### src/rtl/mac_vector_unit.sv
// Dot-product MAC over VEC_LEN unsigned operand pairs; one pair per accepted beat, result held until out_ready.
// Result valid one cycle after the last beat; in_ready low outside ACCUM, result held in DONE under backpressure.
module mac_vector_unit #(
    parameter int DATA_W   = 8,
    parameter int ACC_W    = 20,
    parameter int VEC_LEN  = 4,
    parameter int SATURATE = 1
) (
    input  logic              clk,
    input  logic              rst,
    input  logic              start,
    input  logic              clear,
    input  logic              in_valid,
    output logic              in_ready,
    input  logic [DATA_W-1:0] a,
    input  logic [DATA_W-1:0] b,
    output logic [ACC_W-1:0]  result,
    output logic              result_valid,
    input  logic              out_ready,
    output logic              overflow,
    output logic              busy
);

    localparam int CNT_W = $clog2(VEC_LEN + 1);
    localparam logic [CNT_W-1:0] LAST = CNT_W'(VEC_LEN - 1);

    typedef enum logic [1:0] {IDLE, ACCUM, DONE} state_t;

    state_t              state;
    state_t              state_nxt;
    logic [ACC_W-1:0]    acc;
    logic [CNT_W-1:0]    count;
    logic                beat;
    logic [2*DATA_W-1:0] product;
    logic [ACC_W:0]      sum;
    logic [ACC_W-1:0]    acc_next;

    // One spare bit on the sum exposes the carry-out used for overflow detection.
    always_comb begin
        product  = {{DATA_W{1'b0}}, a} * {{DATA_W{1'b0}}, b};
        sum      = {1'b0, acc} + {{(ACC_W + 1 - 2*DATA_W){1'b0}}, product};
        acc_next = sum[ACC_W-1:0];
        if (sum[ACC_W] && (SATURATE != 0)) begin
            acc_next = '1;
        end
    end

    always_ff @(posedge clk or posedge rst) begin
        if (rst) begin
            state <= IDLE;
        end else begin
            state <= state_nxt;
        end
    end

    always_comb begin
        state_nxt = state;
        if (clear) begin
            state_nxt = IDLE;
        end else begin
            case (state)
                IDLE:    if (start) state_nxt = ACCUM;
                ACCUM:   if (beat && count == LAST) state_nxt = DONE;
                DONE:    if (out_ready) state_nxt = IDLE;
                default: state_nxt = IDLE;
            endcase
        end
    end

    always_comb begin
        in_ready     = (state == ACCUM);
        result_valid = (state == DONE);
        busy         = (state != IDLE);
        beat         = in_valid && (state == ACCUM);
        result       = acc;
    end

    always_ff @(posedge clk or posedge rst) begin
        if (rst) begin
            acc      <= '0;
            count    <= '0;
            overflow <= 1'b0;
        end else if (clear || (state == IDLE && start)) begin
            acc      <= '0;
            count    <= '0;
            overflow <= 1'b0;
        end else if (beat) begin
            acc   <= acc_next;
            count <= count + 1'b1;
            if (sum[ACC_W]) begin
                overflow <= 1'b1;
            end
        end
    end

endmodule

### config.mk
export PLATFORM = sky130hd
export DESIGN_NAME = mac_vector_unit
export DESIGN_NICKNAME = d
export VERILOG_FILES = /design/src/rtl/mac_vector_unit.sv
export SDC_FILE = /design/constraint.sdc
export NUM_CORES = 1
export LEC_CHECK = 0
export ABC_AREA = 1
export BUFFER_PORTS_ARGS = -buffer_cell sky130_fd_sc_hd__buf_2
export CELL_PAD_IN_SITES_DETAIL_PLACEMENT = 1
export CELL_PAD_IN_SITES_GLOBAL_PLACEMENT = 1
export CORE_MARGIN = 1
export CORE_UTILIZATION = 40
export CTS_CLUSTER_SIZE = 8
export DETAILED_ROUTE_END_ITERATION = 10
export PLACE_DENSITY_LB_ADDON = 0.3
export RECOVER_POWER = 50
export SLEW_MARGIN = 20
export SYNTH_ARGS = -nofsm -noshare
export SYNTH_HDL_FRONTEND = slang
export SYNTH_SLANG_ARGS = --single-unit
### constraint.sdc
create_clock -name clk -period 6.3 [get_ports clk]
set_input_delay 0.315 -clock clk [delete_from_list [all_inputs] [get_ports clk]]
set_output_delay 0.315 -clock clk [all_outputs]
set_load 0.02 [all_outputs]
==> impl_metrics.toml <==
[timing]
max_freq_ghz = 0.2253
tightestPinTransition_ns = 1.092
fin_crit_sh_pct = 70.45
setup_tns_ns = 0
skew_ns = 0.005776
holdWs_ns = 0.2009
setup_viol = 0
rsz0062_at_grt = "no"
period_needed_ns = 4.439
final_max_slew_viol_count = 0
hold_viol_final = 0
relSlewSlack_pct = 27.11

[setup_path]
cp.required_ns = 6.44
cp-startpoint = "result[6]"
crit_fanout = 21
crit_arrival_ns = 4.58
slowest_delay_ns = 0.57
cp-endpoint = "result[2]"
cp_cell_sequence = "inv_1 > fa_1 > inv_1 > fa_1 > inv_1 > fa_1 > fa_1 > inv_1 > ha_1 > nand2_2 > inv_1 > nand2_2 > nand2_2 > nand2_2 > nand3_2 > nand2_1 > nand2_1 > nand2_2 > nand2_1"
crit_type = "reg2reg"
cp_slowest_cell = "fa_1"
crit_path_end_kind = "register"
reg2reg_to = "result[2]"
rr_worst_depth = 19
timing.rr.start = "result[6]"
worst_setup_path_start_kind = "register"
r2r_setup_slack_ns = 1.86

[routing]
route.detailed.drc = 0
postRouteAntennaNets = 0
drt_wl_total_mm = 10.95
wl_per_cell_um = 14.39
num_vias = 3599
via_per_inst = 4.729
dr.pass1.iters = 4
drtIter0Drc = 138

[clock_tree]
cts-buffers-inserted = 3
cts_root_buf = "clkbuf_8"
cts.sinks = 26
clock_path_buffers = 2
cts_resized = 0
clkTransAtPathRegs_ns = 0.11
postCtsSetupBuffers = 0
clock_latency_ns = 0.28
holdBufCountCts = 0
cts_max_level = 1
tritoncts = "yes"

[synth]
seq_area_frac_synth_pct = 15.17
synth_top_area_share_pct = 23.34
synth_top_cells_by_area = "fa_1, nand2_1, dfrtp_1"
synth_common_cells = "nand2_1, inv_1, fa_1, ha_1, dfrtp_1"
syn-num-nets = 713
synth_area_leader_cell = "fa_1"
synth_edf_count = 0
dominantRegCellSynth = "dfrtp_1"
synthArstFlopShare_pct = 100.0
yosysMostFrequentCell = "nand2_1"
syn_area_um2 = 4289
avgSynthCellArea_um2 = 7.172
yosys_warnings = 0
yosysUniqueCellTypes = 30
synth_cells = 598
ys_seq_elements = 26

[layout]
nFillCells = 1350
antenna_cells = 0
area_delta_synth_final_pct = 8.051
nets = 741
drive_above_1_share_pct = 11.84
instances_no_fill = 761

[placement]
dpl.hpwl_mm = 9.448
dp.cells = 757
numPortBuffers = 45
gp_congestion = 0.8465

[global_route]
track_usage_pct = 21.44
antenna_found_initial = 0
grt_pass1_wl_mm = 19.06
grt_start_max_net_pins = 27
grt_pass1_vias = 3953
grt-ovfl-total = 0

[power_and_ir_drop]
power_density_nw_per_um2 = 274.7
p_leak_nw = 3.091
ir_drop_mv = 0.1187

[job]
cap_violations = 0

[die]
die_w_um = 105.6
die_h_um = 105.6
io_pins = 46
core-area_um2 = 10370
start_util_pct = 41.36
fp-row-count = 37
dieArea_um2 = 11140

[worst_hold_path]
hold_class = "in2reg"
hp-start = "clear"

[outcome]
outcome = "completed"
-- per-layer routing --
metal	vias to the layer above	routed length [um]	GRT usage, %
met5	-	0	0
met4	0	140	4.365
met3	10	191	1.361
met2	35	5736	39.38
met1	1779	4880	27.71
li1	1775	-	-
-- layout make-up --
| type | instances | area (um2) | share of cell area [%] |
|---|---|---|---|
| tap | 136 | 170.2 | 3.672 |
| clock inverter | 1 | 30.03 | 0.6479 |
| timing repair buffer | 45 | 212.7 | 4.590 |
| multi-input combinational | 374 | 2869 | 61.91 |
| inverter | 176 | 660.6 | 14.25 |
| sequential | 26 | 650.6 | 14.04 |
| clock buffer | 3 | 41.29 | 0.8909 |
-- metrics by stage --
step	total power, W	utilization (%)	worst slack [ns]	instance area [um2]
2_1_floorplan	0.0009132	-	2.192	4289
3_3_place_gp	0.001100	44.12	1.726	4576
3_5_place_dp	0.001139	44.12	1.670	4576
4_1_cts	0.001296	44.81	1.838	4647
5_1_grt	0.001430	44.69	1.632	4634
6_report	0.001273	44.69	1.861	4634
-- power by group --
| part | internal (W) | switching (W) |
|---|---|---|
| logic | 0.000329 | 0.000611 |
| registers | 0.000176 | 0.00000982 |
| clock network | 0.0000852 | 0.0000622 |
-- cells in the final DEF, fill, tap and decap left out, types with 2 or more instances in the layout --
master      n
inv_1     171
fa_1       50
a21oi_1    12
xor2_1      4
nor2_1     10
a22oi_1     6
nand3_2    15
inv_2       4
nor3_1      4
or2_2       2
dfrtp_1    26
buf_2      35
ha_1       43
nand2_1   185
o21ai_0     2
clkbuf_1   10
nand3_1    23
clkbuf_8    3
nand2_2     9
-- sequential cells by signal, summed over array words and instances (netlist names) --
| signal | flops |
|---|---|
| count | 3 |
| result | 20 |
| overflow | 1 |
| state | 2 |
-- critical path: cells and delay by family (launching register included) --
kind / cells / cell delay [ns]
buffers and inverters: 5 / 0.30
DFF: 1 / 0.43
adders and majority gates: 5 / 2.47
and+or+nand+nor: 9 / 1.08
-- cells by family (layout without fill, tap and decap cells) --
family	Yosys count	in the layout	synth area share, %
and+or+nand+nor	255	255	27.16
DFF	26	26	15.17
adders and majority gates	93	93	35.88
xor gates and xnor gates	4	4	0.8167
AOI/OAI and AO/OA	22	22	3.034
buffers and inverters	198	225	17.94
-- worst min-delay path by stage --
| stage | end | depth (start not counted) |
|---|---|---|
| after detailed placement | overflow | 2 |
| after CTS | state[0] | 2 |
| after floorplan | count[0] | 1 |
| after global routing | state[0] | 2 |
| final | state[0] | 2 |
| after global placement | overflow | 2 |
(Power assumes the default switching activity.)
